===== config.mk =====
export PLATFORM = sky130hd
export DESIGN_NAME = count_sequencer_flat
export DESIGN_NICKNAME = d
export VERILOG_FILES = /design/src/rtl/count_sequencer_pkg.sv /design/src/rtl/count_sequencer_if.sv /design/src/rtl/sync_counter_core.sv /design/src/rtl/count_sequencer.sv /design/src/flat_wrapper.sv
export SDC_FILE = /design/constraint.sdc
export NUM_CORES = 1
export LEC_CHECK = 0
export ABC_AREA = 1
export BUFFER_PORTS_ARGS = -buffer_cell sky130_fd_sc_hd__clkbuf_2
export CORE_MARGIN = 2
export CORE_UTILIZATION = 42
export DETAILED_ROUTE_END_ITERATION = 10
export SYNTH_ARGS = -nofsm -noshare
export SYNTH_HDL_FRONTEND = slang
export SYNTH_SLANG_ARGS = --single-unit

===== constraint.sdc =====
create_clock -name clk -period 2.7 [get_ports clk]
set_input_delay 0.135 -clock clk [delete_from_list [all_inputs] [get_ports clk]]
set_output_delay 0.135 -clock clk [all_outputs]
set_load 0.02 [all_outputs]

===== src/rtl/count_sequencer_pkg.sv =====
// Shared types for the count sequencer: controller states and mode bit positions.
package count_sequencer_pkg;

    typedef enum logic [1:0] {
        IDLE = 2'd0,
        RUN  = 2'd1,
        DONE = 2'd2
    } state_t;

    localparam int MODE_RELOAD = 0;
    localparam int MODE_DOWN   = 1;

endpackage


===== src/rtl/count_sequencer_if.sv =====
// Command channel of the count sequencer: limit and mode offered over valid/ready.
interface count_sequencer_if #(
    parameter int WIDTH = 4
);

    logic             cmd_valid;
    logic             cmd_ready;
    logic [WIDTH-1:0] cmd_limit;
    logic [1:0]       cmd_mode;

    modport master (
        output cmd_valid,
        output cmd_limit,
        output cmd_mode,
        input  cmd_ready
    );

    modport slave (
        input  cmd_valid,
        input  cmd_limit,
        input  cmd_mode,
        output cmd_ready
    );

endinterface


===== src/rtl/sync_counter_core.sv =====
// Loadable up/down counter register; clear wins over load, load wins over enable.
module sync_counter_core #(
    parameter int WIDTH = 4
) (
    input  logic             clk,
    input  logic             clear,
    input  logic             load,
    input  logic [WIDTH-1:0] load_value,
    input  logic             enable,
    input  logic             down,
    output logic [WIDTH-1:0] q
);

    localparam logic [WIDTH-1:0] ONE = WIDTH'(1);

    always_ff @(posedge clk) begin
        if (clear) begin
            q <= '0;
        end else if (load) begin
            q <= load_value;
        end else if (enable) begin
            q <= down ? (q - ONE) : (q + ONE);
        end
    end

endmodule


===== src/rtl/count_sequencer.sv =====
// Command-driven controller that runs a counter once (one-shot) or repeatedly (auto-reload).
module count_sequencer
    import count_sequencer_pkg::*;
#(
    parameter int WIDTH = 4
) (
    input  logic             clk,
    input  logic             clear,
    count_sequencer_if.slave cmd,
    input  logic             pause,
    input  logic             abort,
    output logic [WIDTH-1:0] Q,
    output logic             busy,
    output logic             done,
    output logic             tc_pulse
);

    state_t           state;
    state_t           state_next;
    logic [WIDTH-1:0] limit;
    logic [1:0]       mode;
    logic             handshake;
    logic             terminal;
    logic             load;
    logic [WIDTH-1:0] load_value;
    logic             enable;
    logic             done_next;
    logic             tc_next;

    assign cmd.cmd_ready = (state == IDLE) & ~clear;
    assign handshake     = cmd.cmd_valid & cmd.cmd_ready;
    assign busy          = (state == RUN);
    assign terminal      = mode[MODE_DOWN] ? (Q == '0) : (Q == limit);

    sync_counter_core #(.WIDTH(WIDTH)) counter (
        .clk        (clk),
        .clear      (clear),
        .load       (load),
        .load_value (load_value),
        .enable     (enable),
        .down       (mode[MODE_DOWN]),
        .q          (Q)
    );

    always_ff @(posedge clk) begin
        if (clear) begin
            state    <= IDLE;
            limit    <= '0;
            mode     <= '0;
            done     <= 1'b0;
            tc_pulse <= 1'b0;
        end else begin
            state    <= state_next;
            done     <= done_next;
            tc_pulse <= tc_next;
            if (handshake) begin
                limit <= cmd.cmd_limit;
                mode  <= cmd.cmd_mode;
            end
        end
    end

    // Terminal is tested ahead of pause so a paused run still completes on its last value.
    always_comb begin
        state_next = state;
        load       = 1'b0;
        load_value = '0;
        enable     = 1'b0;
        done_next  = 1'b0;
        tc_next    = 1'b0;
        case (state)
            IDLE: begin
                if (handshake) begin
                    load       = 1'b1;
                    load_value = cmd.cmd_mode[MODE_DOWN] ? cmd.cmd_limit : '0;
                    state_next = RUN;
                end
            end
            RUN: begin
                if (abort) begin
                    load       = 1'b1;
                    load_value = '0;
                    state_next = IDLE;
                end else if (terminal) begin
                    if (mode[MODE_RELOAD]) begin
                        load       = 1'b1;
                        load_value = mode[MODE_DOWN] ? limit : '0;
                        tc_next    = 1'b1;
                    end else begin
                        state_next = DONE;
                        done_next  = 1'b1;
                    end
                end else if (!pause) begin
                    enable = 1'b1;
                end
            end
            DONE: begin
                state_next = IDLE;
            end
            default: begin
                state_next = IDLE;
            end
        endcase
    end

endmodule


===== src/flat_wrapper.sv =====
// flat-port wrapper written by rule: the top's interface ports become plain ports
module count_sequencer_flat import count_sequencer_pkg::*;
#(
    parameter int WIDTH = 4
)
  (clk, clear, pause, abort, Q, busy, done, tc_pulse, cmd_cmd_valid, cmd_cmd_limit, cmd_cmd_mode, cmd_cmd_ready);
  count_sequencer_if #(.WIDTH(WIDTH)) cmd_i ();
  input  logic clk;
  input  logic clear;
  input  logic pause;
  input  logic abort;
  output logic [WIDTH-1:0] Q;
  output logic busy;
  output logic done;
  output logic tc_pulse;
  input wire logic [$bits(cmd_i.cmd_valid)-1:0] cmd_cmd_valid;
  input wire logic [$bits(cmd_i.cmd_limit)-1:0] cmd_cmd_limit;
  input wire logic [$bits(cmd_i.cmd_mode)-1:0] cmd_cmd_mode;
  output wire logic [$bits(cmd_i.cmd_ready)-1:0] cmd_cmd_ready;
  assign cmd_i.cmd_valid = cmd_cmd_valid;
  assign cmd_i.cmd_limit = cmd_cmd_limit;
  assign cmd_i.cmd_mode = cmd_cmd_mode;
  assign cmd_cmd_ready = cmd_i.cmd_ready;
  count_sequencer #(.WIDTH(WIDTH)) u_core (.clk(clk), .clear(clear), .cmd(cmd_i), .pause(pause), .abort(abort), .Q(Q), .busy(busy), .done(done), .tc_pulse(tc_pulse));
endmodule

==> impl_results.rst <==
.. list-table::
   :header-rows: 1

   * - Metric
     - Value
   * - Outcome
     - complete, no violations
   * - Fraction of layout instances using a drive strength above 1
     - 28.2%
   * - Overall routed net length
     - 1890 um
   * - Final-report max-slew violation count
     - 0
   * - DIE AREA
     - 2440 sq um
   * - Number of remaining DRC errors
     - 0
   * - Pin count of the biggest net entering global routing
     - 17
   * - Origin of the worst min-delay path
     - cmd_cmd_limit[3]
   * - Final Cell Area
     - 1000 sq um
   * - Average routed wire per standard cell
     - 11.2 um
   * - Setup CP Type
     - reg2reg
   * - IR drop worst, VDD
     - 0.255 mV
   * - TritonCTS Buffers
     - 3
   * - RSZ-0062 raised after global routing
     - no
   * - Layout Area Growth over Synthesis
     - 15.8%
   * - Worst-case reg-to-reg path depth
     - 8
   * - CP max FO
     - 6
   * - Port-buffer cells
     - 18
   * - Via count
     - 806
   * - Slowest stage delay, CP
     - 0.45 ns
   * - Hold Violations, Final
     - 0
   * - Row Count
     - 16
   * - Die boundary height
     - 49.4 um
   * - Buffer count from post-CTS setup fixing
     - 0
   * - Tightest Pin Transition
     - 0.289 ns
   * - Pre-antenna DRT Iters
     - 4
   * - Number of instances in the placed design
     - 166
   * - Flip-flop and latch count after synthesis
     - 14
   * - Clock-pin slew reported for the worst setup and hold paths after clock tree synthesis
     - 0.08 ns
   * - Number of antenna violations at the first check in global routing
     - 0
   * - Post-detailed-route count of antenna-violating nets
     - 0
   * - Yosys cell types
     - 27
   * - Setup violations, final
     - 0
   * - Sinks on Clock Net
     - 14
   * - Total half-perimeter wirelength after legalization and detailed placement
     - 1510 um
   * - Initial DRC Count
     - 18
   * - Relative slew margins
     - 80.7%
   * - Power density relative to cell area
     - 448 nW/um^2
   * - Vias in the first global route
     - 771
   * - Avg Cell Area, Syn
     - 7.03 sq um
   * - Clk Latency, worst-skew pair
     - 0.27 ns
   * - Floorplan Core Area
     - 1940 sq um
   * - RR Startpoint
     - u_core.counter.q[0]
   * - Final Cycle Share
     - 58.2%
   * - Path class of the lowest-slack min-delay path
     - in2reg
   * - Starting density of the core
     - 44.5%
   * - Share of the yosys chip area belonging to registers
     - 32.4%
   * - Aggregate global routing overflow
     - 0
   * - Total number of yosys warnings
     - 0
   * - CTS tree
     - done
   * - Slack of the worst reg-to-reg path
     - 1.13 ns
   * - RePlAce Congestion
     - 0.881
   * - Fin cells
     - 169
   * - Critical Path Start Type
     - flip-flop
   * - Static power due to leakage
     - 0.464 nW
   * - NumNets Final
     - 158
   * - Depth of the worst hold-timing path
     - 3
   * - Final TNS setup
     - 0 ns
   * - Global-route wire length before repair
     - 3480 um
   * - Overall fraction of global-route tracks in use
     - 17.9%
   * - Shortest period the worst path allows
     - 1.57 ns
   * - Critical path's top delay family
     - flip-flops
   * - Clock tree skew after final layout
     - 0.00229 ns
   * - ANT cells
     - 0
   * - Maximum clock rate
     - 636 MHz
   * - Hold Buf Count CTS
     - 0
   * - Buffers from clock root to sink, at most
     - 2
   * - Nature of the critical path endpoint
     - flip-flop
   * - Area of the mapped netlist
     - 865 sq um
   * - Count of mapped cells out of synthesis
     - 123
   * - Cts repair resizes
     - 0
   * - CTS H-tree lvls
     - 1
   * - Critical R2R Capture
     - u_core.counter.q[2]
   * - # Max-Cap Violations
     - 0
   * - Hold path endpoint
     - u_core.limit[3]
   * - Via density per instance
     - 4.77
   * - Die width
     - 49.4 um
   * - Layout fillers
     - 215
   * - Synthesized Nets
     - 137
   * - Critical path cell sequence
     - inv_1, fa_1, xor2_1, nand3_1, nand3_1, nand2_1, inv_1, nor2_1
   * - Crit path buf inv count
     - 2
   * - Worst endpoint required time
     - 2.88 ns
   * - Post-Place Cell Area
     - 978 sq um
   * - Ports
     - 19
   * - Post-layout utilization of the core
     - 51.5%
   * - Cell at the root of the clock tree
     - clkbuf_4
   * - CP Data Arrival Time
     - 1.75 ns
   * - Cell with the biggest individual delay on the critical path
     - dfxtp_1
[final cells by class]
| cell class | count | area, sq um | share of cell area (%) |
|---|---|---|---|
| inverters | 20 | 76.3 | 7.63 |
| multi-input cells | 87 | 498 | 49.8 |
| repair buffers | 18 | 90.1 | 9.00 |
| clock buffers | 3 | 22.5 | 2.25 |
| flip-flops and latches | 14 | 280 | 28.0 |
| well taps | 27 | 33.8 | 3.38 |
[layer usage]
| metal | vias up | global-route usage, % | wire length, um |
|---|---|---|---|
| li1 | 430 | - | - |
| met1 | 351 | 26.1 | 950 |
| met2 | 21 | 27.7 | 845 |
| met3 | 4 | 1.84 | 77 |
| met4 | 0 | 5.56 | 19 |
| met5 | - | 0 | 0 |
[through the flow]
stage          worst slack, ns  total power, mW  hold slack, ns
2_1_floorplan             1.13            0.309           0.246
3_3_place_gp              1.11            0.337           0.364
3_5_place_dp              1.15            0.338           0.368
4_1_cts                   1.13            0.451          0.0781
5_1_grt                   1.00            0.475          0.0953
6_report                  1.13            0.448          0.0783
[power breakdown]
group / internal, mW / switching [mW] / total (mW)
clock network: 0.0517 / 0.0639 / 0.116
registers: 0.217 / 0.0123 / 0.229
logic: 0.0376 / 0.0662 / 0.104
[layout by cell type, fill, tap and decap left out]
cell type / n
nand2_2: 4
o21ai_1: 1
clkinv_2: 1
nand3_1: 10
a21oi_1: 7
xnor2_1: 2
dfxtp_1: 14
clkbuf_4: 3
o21ai_0: 4
nand4_1: 3
inv_1: 16
ha_1: 2
nor3_1: 3
or2_4: 1
o22ai_1: 1
nor2_2: 4
a211oi_1: 1
fa_1: 1
xor2_1: 2
nor2_1: 10
nand2_4: 3
o22ai_2: 1
nand2_1: 24
o21bai_1: 1
inv_2: 3
nor2_4: 1
clkbuf_2: 18
a21oi_2: 1
[Yosys cell counts]
| master | instances | area, sq um |
|---|---|---|
| nor2_1 | 10 | 37.5 |
| o21bai_1 | 1 | 7.51 |
| nand4_1 | 3 | 18.8 |
| clkinv_2 | 1 | 5.00 |
| o22ai_1 | 1 | 6.26 |
| nand3_1 | 10 | 50.1 |
| fa_1 | 1 | 20.0 |
| nor2_2 | 4 | 25.0 |
| a211oi_1 | 1 | 7.51 |
| ha_1 | 2 | 25.0 |
| a21oi_1 | 7 | 35.0 |
| nor3_1 | 3 | 15.0 |
| a21oi_2 | 1 | 8.76 |
| nand2_1 | 24 | 90.1 |
| nor2_4 | 1 | 11.3 |
| or2_4 | 1 | 8.76 |
| o21ai_1 | 1 | 5.00 |
| buf_2 | 2 | 10.0 |
| xnor2_1 | 2 | 17.5 |
| xor2_1 | 2 | 17.5 |
| dfxtp_1 | 14 | 280 |
| nand2_2 | 4 | 25.0 |
| nand2_4 | 3 | 33.8 |
| o21ai_0 | 4 | 20.0 |
| inv_2 | 3 | 11.3 |
| inv_1 | 16 | 60.1 |
| o22ai_2 | 1 | 12.5 |
[state kept, by name (all words and copies together), names as in the netlist]
register / count
u_core.tc_pulse: 1
u_core.done: 1
u_core.limit: 4
u_core.mode: 2
u_core.counter.q: 4
u_core.state: 2
[worst register-to-register path, cell delays in order, from the launching register on]
cell and delay [ns]:
dfxtp_1 0.45, inv_1 0.11, fa_1 0.43, xor2_1 0.15
nand3_1 0.10, nand3_1 0.10, nand2_1 0.05, inv_1 0.05
nor2_1 0.04
[cells by family after synthesis]
| kind of cell | count (synthesis) | share of synthesized area [%] |
|---|---|---|
| adder cells (fa/ha/maj) | 3 | 5.21 |
| buffers and inverters | 22 | 9.99 |
| XOR/XNOR | 4 | 4.05 |
| AO/OA/AOI/OAI | 17 | 11.9 |
| AND/OR/NAND/NOR | 63 | 36.5 |
| flip-flops | 14 | 32.4 |
[how the worst max path moves through the flow]
stage	cells past startpoint	slack, ns	endpoint	startpoint
5_1_grt	7	1.00	u_core.counter.q[3]	u_core.mode[1]
6_report	8	1.13	u_core.counter.q[2]	u_core.counter.q[0]
2_1_floorplan	8	1.13	u_core.counter.q[2]	u_core.counter.q[0]
4_1_cts	8	1.13	u_core.counter.q[2]	u_core.counter.q[0]
3_5_place_dp	8	1.15	u_core.counter.q[2]	u_core.counter.q[0]
3_3_place_gp	8	1.11	u_core.counter.q[2]	u_core.counter.q[0]
(Power assumes the default switching activity.)
